--- src/rtl/note_dropper_param.sv ---
// note_dropper_param: parametrised single-note falling-arrow engine with press-edge hits, graded scoring and miss reporting.
// Defining NOTE_DROPPER_PERFECT_EN grades hits inside [PERF_LO, PERF_HI) as perfect (grade 2); otherwise every hit is grade 1.
module note_dropper_param #(
  parameter int X_START = 500,
  parameter int Y_START = 100,
  parameter int Y_MAX = 400,
  parameter int NOTE_H = 40,
  parameter int DELAY = 2060,
  parameter int SPEED = 1,
  parameter logic [7:0] LANE_KEY = 8'h4f,
  parameter logic [7:0] START_KEY = 8'h2c,
  parameter logic [7:0] RESTART_KEY = 8'h01,
  parameter int HIT_LO = 340,
  parameter int HIT_HI = 400,
  parameter int PERF_LO = 360,
  parameter int PERF_HI = 380
) (
  input  logic       frame_clk,
  input  logic       Reset,
  input  logic [7:0] keycode,
  input  logic [7:0] keycode_second,
  output logic [9:0] dropX,
  output logic [9:0] dropY,
  output logic       visible,
  output logic       score,
  output logic [1:0] grade,
  output logic       miss
);
  localparam int CW = DELAY == 0 ? 1 : $clog2(DELAY + 1);
  localparam logic [CW-1:0] LAST = CW'(DELAY == 0 ? 0 : DELAY - 1);
`ifdef NOTE_DROPPER_PERFECT_EN
  localparam bit PERF_EN = 1'b1;
`else
  localparam bit PERF_EN = 1'b0;
`endif
  typedef enum logic [2:0] {HALTED, WAIT, FALL, HIT, MISS} state_t;
  state_t state;
  logic [CW-1:0] count;
  logic key_prev;
  logic lane;
  logic start;
  logic restart;
  logic press;
  logic [10:0] bottom;
  logic in_win;
  logic in_perf;
  assign lane = keycode == LANE_KEY || keycode_second == LANE_KEY;
  assign start = keycode == START_KEY || keycode_second == START_KEY;
  assign restart = keycode == RESTART_KEY || keycode_second == RESTART_KEY;
  assign press = lane && !key_prev;
  // bottom edge kept one bit wider than Y so an overshoot past Y_MAX cannot wrap
  assign bottom = {1'b0, dropY} + 11'(NOTE_H);
  assign in_win = bottom >= 11'(HIT_LO) && bottom < 11'(HIT_HI);
  assign in_perf = bottom >= 11'(PERF_LO) && bottom < 11'(PERF_HI);
  assign dropX = 10'(X_START);
  // note lifecycle: arm, delay, fall, then hold the hit/miss result until restart
  always_ff @(posedge frame_clk) begin
    if (Reset) begin
      state <= HALTED;
      dropY <= 10'(Y_START);
      count <= '0;
      key_prev <= 1'b0;
      score <= 1'b0;
      grade <= 2'd0;
      miss <= 1'b0;
      visible <= 1'b1;
    end else begin
      key_prev <= lane;
      case (state)
        HALTED: if (start) state <= DELAY == 0 ? FALL : WAIT;
        WAIT: begin
          count <= count + CW'(1);
          if (count == LAST) state <= FALL;
        end
        FALL: begin
          if (bottom >= 11'(Y_MAX)) begin
            state <= MISS;
            miss <= 1'b1;
            visible <= 1'b0;
          end else if (press && in_win) begin
            state <= HIT;
            score <= 1'b1;
            grade <= PERF_EN && in_perf ? 2'd2 : 2'd1;
            visible <= 1'b0;
          end else begin
            dropY <= dropY + 10'(SPEED);
          end
        end
        default: begin
          if (restart) begin
            state <= HALTED;
            dropY <= 10'(Y_START);
            count <= '0;
            score <= 1'b0;
            grade <= 2'd0;
            miss <= 1'b0;
            visible <= 1'b1;
          end
        end
      endcase
    end
  end
endmodule
--- config.mk ---
export PLATFORM = sky130hd
export DESIGN_NAME = note_dropper_param
export DESIGN_NICKNAME = d
export VERILOG_FILES = /design/src/rtl/note_dropper_param.sv
export SDC_FILE = /design/constraint.sdc
export NUM_CORES = 1
export LEC_CHECK = 0
export BUFFER_PORTS_ARGS = -buffer_cell sky130_fd_sc_hd__buf_2
export CELL_PAD_IN_SITES_DETAIL_PLACEMENT = 1
export CELL_PAD_IN_SITES_GLOBAL_PLACEMENT = 2
export CORE_MARGIN = 5
export CORE_UTILIZATION = 28
export CTS_CLUSTER_SIZE = 16
export DETAILED_ROUTE_END_ITERATION = 7
export HOLD_SLACK_MARGIN = 0.05
export PLACE_DENSITY = 0.86
export SYNTH_ARGS = -nofsm -noshare
export SYNTH_HDL_FRONTEND = slang
export SYNTH_SLANG_ARGS = --single-unit
--- constraint.sdc ---
create_clock -name frame_clk -period 2.6 [get_ports frame_clk]
set_clock_uncertainty 0.15 [all_clocks]
set_input_delay 0.39 -clock frame_clk [delete_from_list [all_inputs] [get_ports frame_clk]]
set_output_delay 0.39 -clock frame_clk [all_outputs]
set_load 0.05 [all_outputs]
== After elaboration in Yosys (flattened, before gate mapping) ==
Index checks and enable logic that the tools add are counted.
Word-level totals
  latch bits: 0
  RAM bits: 0
  memories: 0
  ROM bits: 0
  word-level logic and storage cells: 77
  register bits after elaboration: 31
Operators by class
  $mul: 0
  equal/unequal tests: 16
  multiplexer cells: 26
  magnitude comparators: 3
  reduce and logical (&&, ||, !) cells: 19
  bitwise operators: 2
  $add $sub $neg: 3
  divide/modulo/power cells: 0
  shift-type cells: 0
Operators with widths (count)
  two-way mux 10 bit: 3
  one-hot mux 12 bit (2 select lines): 1
  greater-or-equal comparator 11 x 9 -> 1 bit (second input constant): 2
  one-hot mux 10 bit (2 select lines): 1
  == test 8 x 1 -> 1 bit (second input constant): 2
  == test 8 x 6 -> 1 bit (second input constant): 2
  == test 8 x 7 -> 1 bit (second input constant): 2
  two-way mux 3 bit: 5
  adder 12 x 1 -> 12 bit (second input constant): 1
  == test 12 bit (second input constant): 1
  two-way mux 12 bit: 1
  != test 2 bit (second input constant): 6
  AND reduction 4 bit: 3
  adder 10 x 6 -> 11 bit (second input constant): 1
  less-than comparator 11 x 9 -> 1 bit (second input constant): 1
  adder 10 x 1 -> 10 bit (second input constant): 1
  one-hot mux 3 bit (3 select lines): 1
  two-way mux 1 bit: 7
  two-way mux 2 bit: 3
  one-hot mux 1 bit (2 select lines): 3
  AND reduction 3 bit: 2
  one-hot mux 2 bit (2 select lines): 1
  nonzero test 2 bit: 2
  nonzero test 4 bit: 1
  other kinds (10): 16

== Logic depth before layout (Yosys ltp) ==
  word-level depth: 7
  mapped depth: 9
  mapped depth without buffers: 8

== Worst setup path after synthesis ==
No wires, ideal clock.
  kind: reg-to-reg
  start: reg dropY[3]
  end: reg dropY[1]
  data required time: 2333 ps
  cell stages (with the launch flop): 9
  setup slack: -348 ps
  arrival: 2681 ps
  path through: dfxtp_1 inv_1 ha_1 and3b_1 o21a_1 o311a_2 o21ai_0 a21oi_1 a32o_1
Between the ends
  longest elaborated chain between the ends: 6
  elaborated cells on any way between the ends: 9
  classes of those cells: add/sub: 1; order compare: 3; eq/ne: 2; reduce/logical: 3
Ends and longest elaborated chain
  start: declaration: RTL line 23  | output logic [9:0] dropY,
  start signal: assignment: RTL line 60  | dropY <= 10'(Y_START);
  start signal: assignment: RTL line 86  | dropY <= dropY + 10'(SPEED);
  start signal: assignment: RTL line 92  | dropY <= 10'(Y_START);
  adder 10 x 6 -> 11 bit (*): RTL line 52  | assign bottom = {1'b0, dropY} + 11'(NOTE_H);
  greater-or-equal comparator 11 x 9 -> 1 bit / less-than comparator 11 x 9 -> 1 bit (equally long branches): RTL line 53  | assign in_win = bottom >= 11'(HIT_LO) && bottom < 11'(HIT_HI);
  logical AND 1 bit: RTL line 53
  logical AND 1 bit: RTL line 80  | end else if (press && in_win) begin
  != test 2 bit (no line)
  AND reduction 4 bit (no line) (*)
Mark *: on every way between the ends. The rest lies on a longest branch, timed or not.
A chain may end at the register's enable or synchronous reset.

== Worst setup path after layout ==
  start: in keycode_second[7]
  end: reg dropY[3]
Between the ends
  longest elaborated chain between the ends: 6
  elaborated cells on any way between the ends: 9
  classes of those cells: eq/ne: 3; reduce/logical: 6
Ends and longest elaborated chain
  start: declaration: RTL line 21  | input logic [7:0] keycode_second,
  == test 8 x 7 -> 1 bit: RTL line 47  | assign lane = keycode == LANE_KEY || keycode_second == LANE_KEY;
  logical OR 1 bit: RTL line 47
  logical AND 1 bit: RTL line 50  | assign press = lane && !key_prev;
  logical AND 1 bit: RTL line 80
  != test 2 bit (no line)
  AND reduction 4 bit (no line) (*)
Marked as above.

==> results.md <==
- Die Wd: 91.7 um
- Via count: 1839
- Post-Place Setup Slack: -322 ps
- Most instantiated cells after synthesis: 29 x dfxtp_1, 29 x nor2_1, 13 x buf_4, 13 x xor2_1, 9 x o2111ai_1
- Synthesized instance count: 220
- Fmax: 382 MHz
- Synth Flop Type: dfxtp_1
- Dpl hpwl: 4160 um
- Met3 GRT Util: 2.78%
- Failing checks: setup timing
- WHS: 307 ps
- Syn-to-layout area delta: 30.8%
- Post-DP Area: 2290 um^2
- Slew Limit Headroom: 63.2%
- Worst Setup Start Kind: input pin
- First-pass DRT Iterations: 4
- Layout cell share with drive strength beyond 1: 34.3%
- Gr usage total: 12.8%
- Register area share after synthesis: 31.0%
- Initial DRC count: 95
- Finished Cell Area: 2450 um^2
- # diodes: 0
- Ys Warns: 0
- Kind of critical path: input pin to register
- EDFF count, synth: 0
- Via-per-instance ratio: 5.15
- Worst Path Required: 2660 ps
- Root Driver: clkbuf_8
- Filler cell count: 776
- DRT Wirelength: 5230 um
- Critical Path AT: 2680 ps
- Part of the cycle the worst path needs: 101%
- Worst vdd ir: 195 uV
- GRT overflow: 0
- H-tree depth: 2
- GP Congestion: 0.822
- Final ANT Viol Nets: 0
- Register area: 587 um^2
- Area of the multi-input gates: 1220 um^2
- TritonCTS clock tree: built
- Port buffer count: 31
- Ranking of synthesized cells by area: dfxtp_1 31%, xor2_1 6.1%, nor2_1 5.8%
- Tmin final: 2620 ps
- Largest net degree at the start of global routing: 16
- M1 GR Usage: 14.7%
- Status: finished, violations left
- Drc violations: 0
- Worst skew pair latency: 280 ps
- Initial Util: 29.1%
- Clock Path Buffers: 2
- Final net count: 304
- Top-area cell type share of the netlist area: 31.0%
- Met2 usage: 23.7%
- Die ar.: 8420 um^2
- Seq cells post-synth: 29
- CP Capture Type: register
- Setup WS post-layout: -17.1 ps
- Yosys cell types: 56
- Gr busiest metal: met2
- Final hold violations: 0
- CTS buffer count: 5
- Post-Syn Area: 1870 um^2
- Avg Inst Size Synth: 8.50 um^2
- Average routed wire per standard cell: 14.6 um
- Cell taking the most area after synthesis: dfxtp_1
- CTS sink cnt: 29
- Worst-path fanout max: 5
- Global-route wire length before repair: 8960 um
- Hold WC Path Type: register to register
- Die H: 91.7 um
- Clock slew at reported path FFs: 60 ps
- Max cap viols: 0
- Setup_tns: -17.1 ps
- RSZ-0062 raised after global routing: true
- Slew @ Worst Pin: 546 ps
- Pwr dens: 491 nW/um^2
- Post-layout util: 38.1%
- Core ar.: 6420 um^2
- Initial antenna violation count: 0
- Fraction of registers with async set/reset: 0%
- Leak: 1.04 nW
- Standard-cell rows: 29
- Setup violators final: 1
- Total I/O pin count: 43
- Slew Viols, Final: 0
- Vias in the first global route: 1915
==> registers in the layout, summed over array words and instances, names as in the netlist <==
| register | count |
|---|---|
| count | 12 |
| dropY | 10 |
| state | 3 |
| grade | 1 |
| key_prev | 1 |
| miss | 1 |
| visible | 1 |
==> stage by stage <==
step / power (W) / std cells
2_1_floorplan: 0.000732 / 229
3_3_place_gp: 0.000812 / 348
3_5_place_dp: 0.000823 / 348
4_1_cts: 0.00121 / 355
5_1_grt: 0.00128 / 357
6_report: 0.00120 / 357
==> worst paths after layout <==
| kind | start | to | slack [ps] | cells past startpoint |
|---|---|---|---|---|
| worst min-delay path | visible | visible | 310 | 1 |
| worst min register to register | visible | visible | 310 | 1 |
| worst max register to register | dropY[3] | dropY[3] | 40 | 8 |
| worst max-delay path | keycode_second[7] | dropY[3] | -20 | 7 |
==> cells by family (layout without fill, tap and decap cells) <==
family                   Yosys count  in the layout  share of synthesized area [%]
AO/OA/AOI/OAI                     56             56                           23.5
buffers and inverters             28             79                           8.29
other                              2             11                          0.401
multiplexers                       1              1                          0.535
AND/OR/NAND/NOR                   84             84                           25.7
adder cells (fa/ha/maj)            6              6                           4.01
flip-flops                        29             29                           31.0
XOR/XNOR                          14             14                           6.56
==> area by class of cell <==
class | count | area share, %
repair buffers | 64 | 17.5
clock buffers | 7 | 3.53
inverters | 8 | 1.23
multi-input cells | 172 | 49.8
well taps | 77 | 3.94
flip-flops and latches | 29 | 24.0
==> power breakdown <==
| group | total [W] | internal (W) | switching [W] |
|---|---|---|---|
| clock network | 0.000376 | 0.000210 | 0.000166 |
| registers | 0.000490 | 0.000469 | 0.0000210 |
| logic | 0.000335 | 0.000119 | 0.000216 |
==> placed cells by master (no fill, tap or decap), types with 3 or more instances in the layout <==
master,count
nand3_1,4
and2_1,4
dfxtp_1,26
nand2_1,8
clkbuf_8,6
nor3_1,3
xor2_1,13
buf_2,29
o21ai_0,6
inv_1,8
buf_4,32
conb_1,11
a21oi_1,6
o2111ai_1,9
a211oi_1,3
and3_1,6
nor2_1,28
ha_1,6
and3b_1,3
nand4_1,5
nor4b_1,4
==> critical path, cell delays in order <==
cell and delay [ps]:
buf_6 90, or4b_4 530, or4b_4 570, a31o_4 250, or2_4 250, or4_4 480
a21oi_2 110
==> metal layers <==
metal / share of wire [%] / routed length (um)
met1: 43 / 2230
met2: 54 / 2810
met3: 2.9 / 152
met4: 0.76 / 40
met5: 0 / 0
==> what timing repair did <==
action	in CTS	in global routing
pin swaps	1	3
endpoints found under the hold margin	0	0
endpoints found under the setup margin	2	8
gates resized for setup	2	12
setup buffers	0	2
hold buffers	0	0
Note: power is estimated with default switching activity, not from simulation.
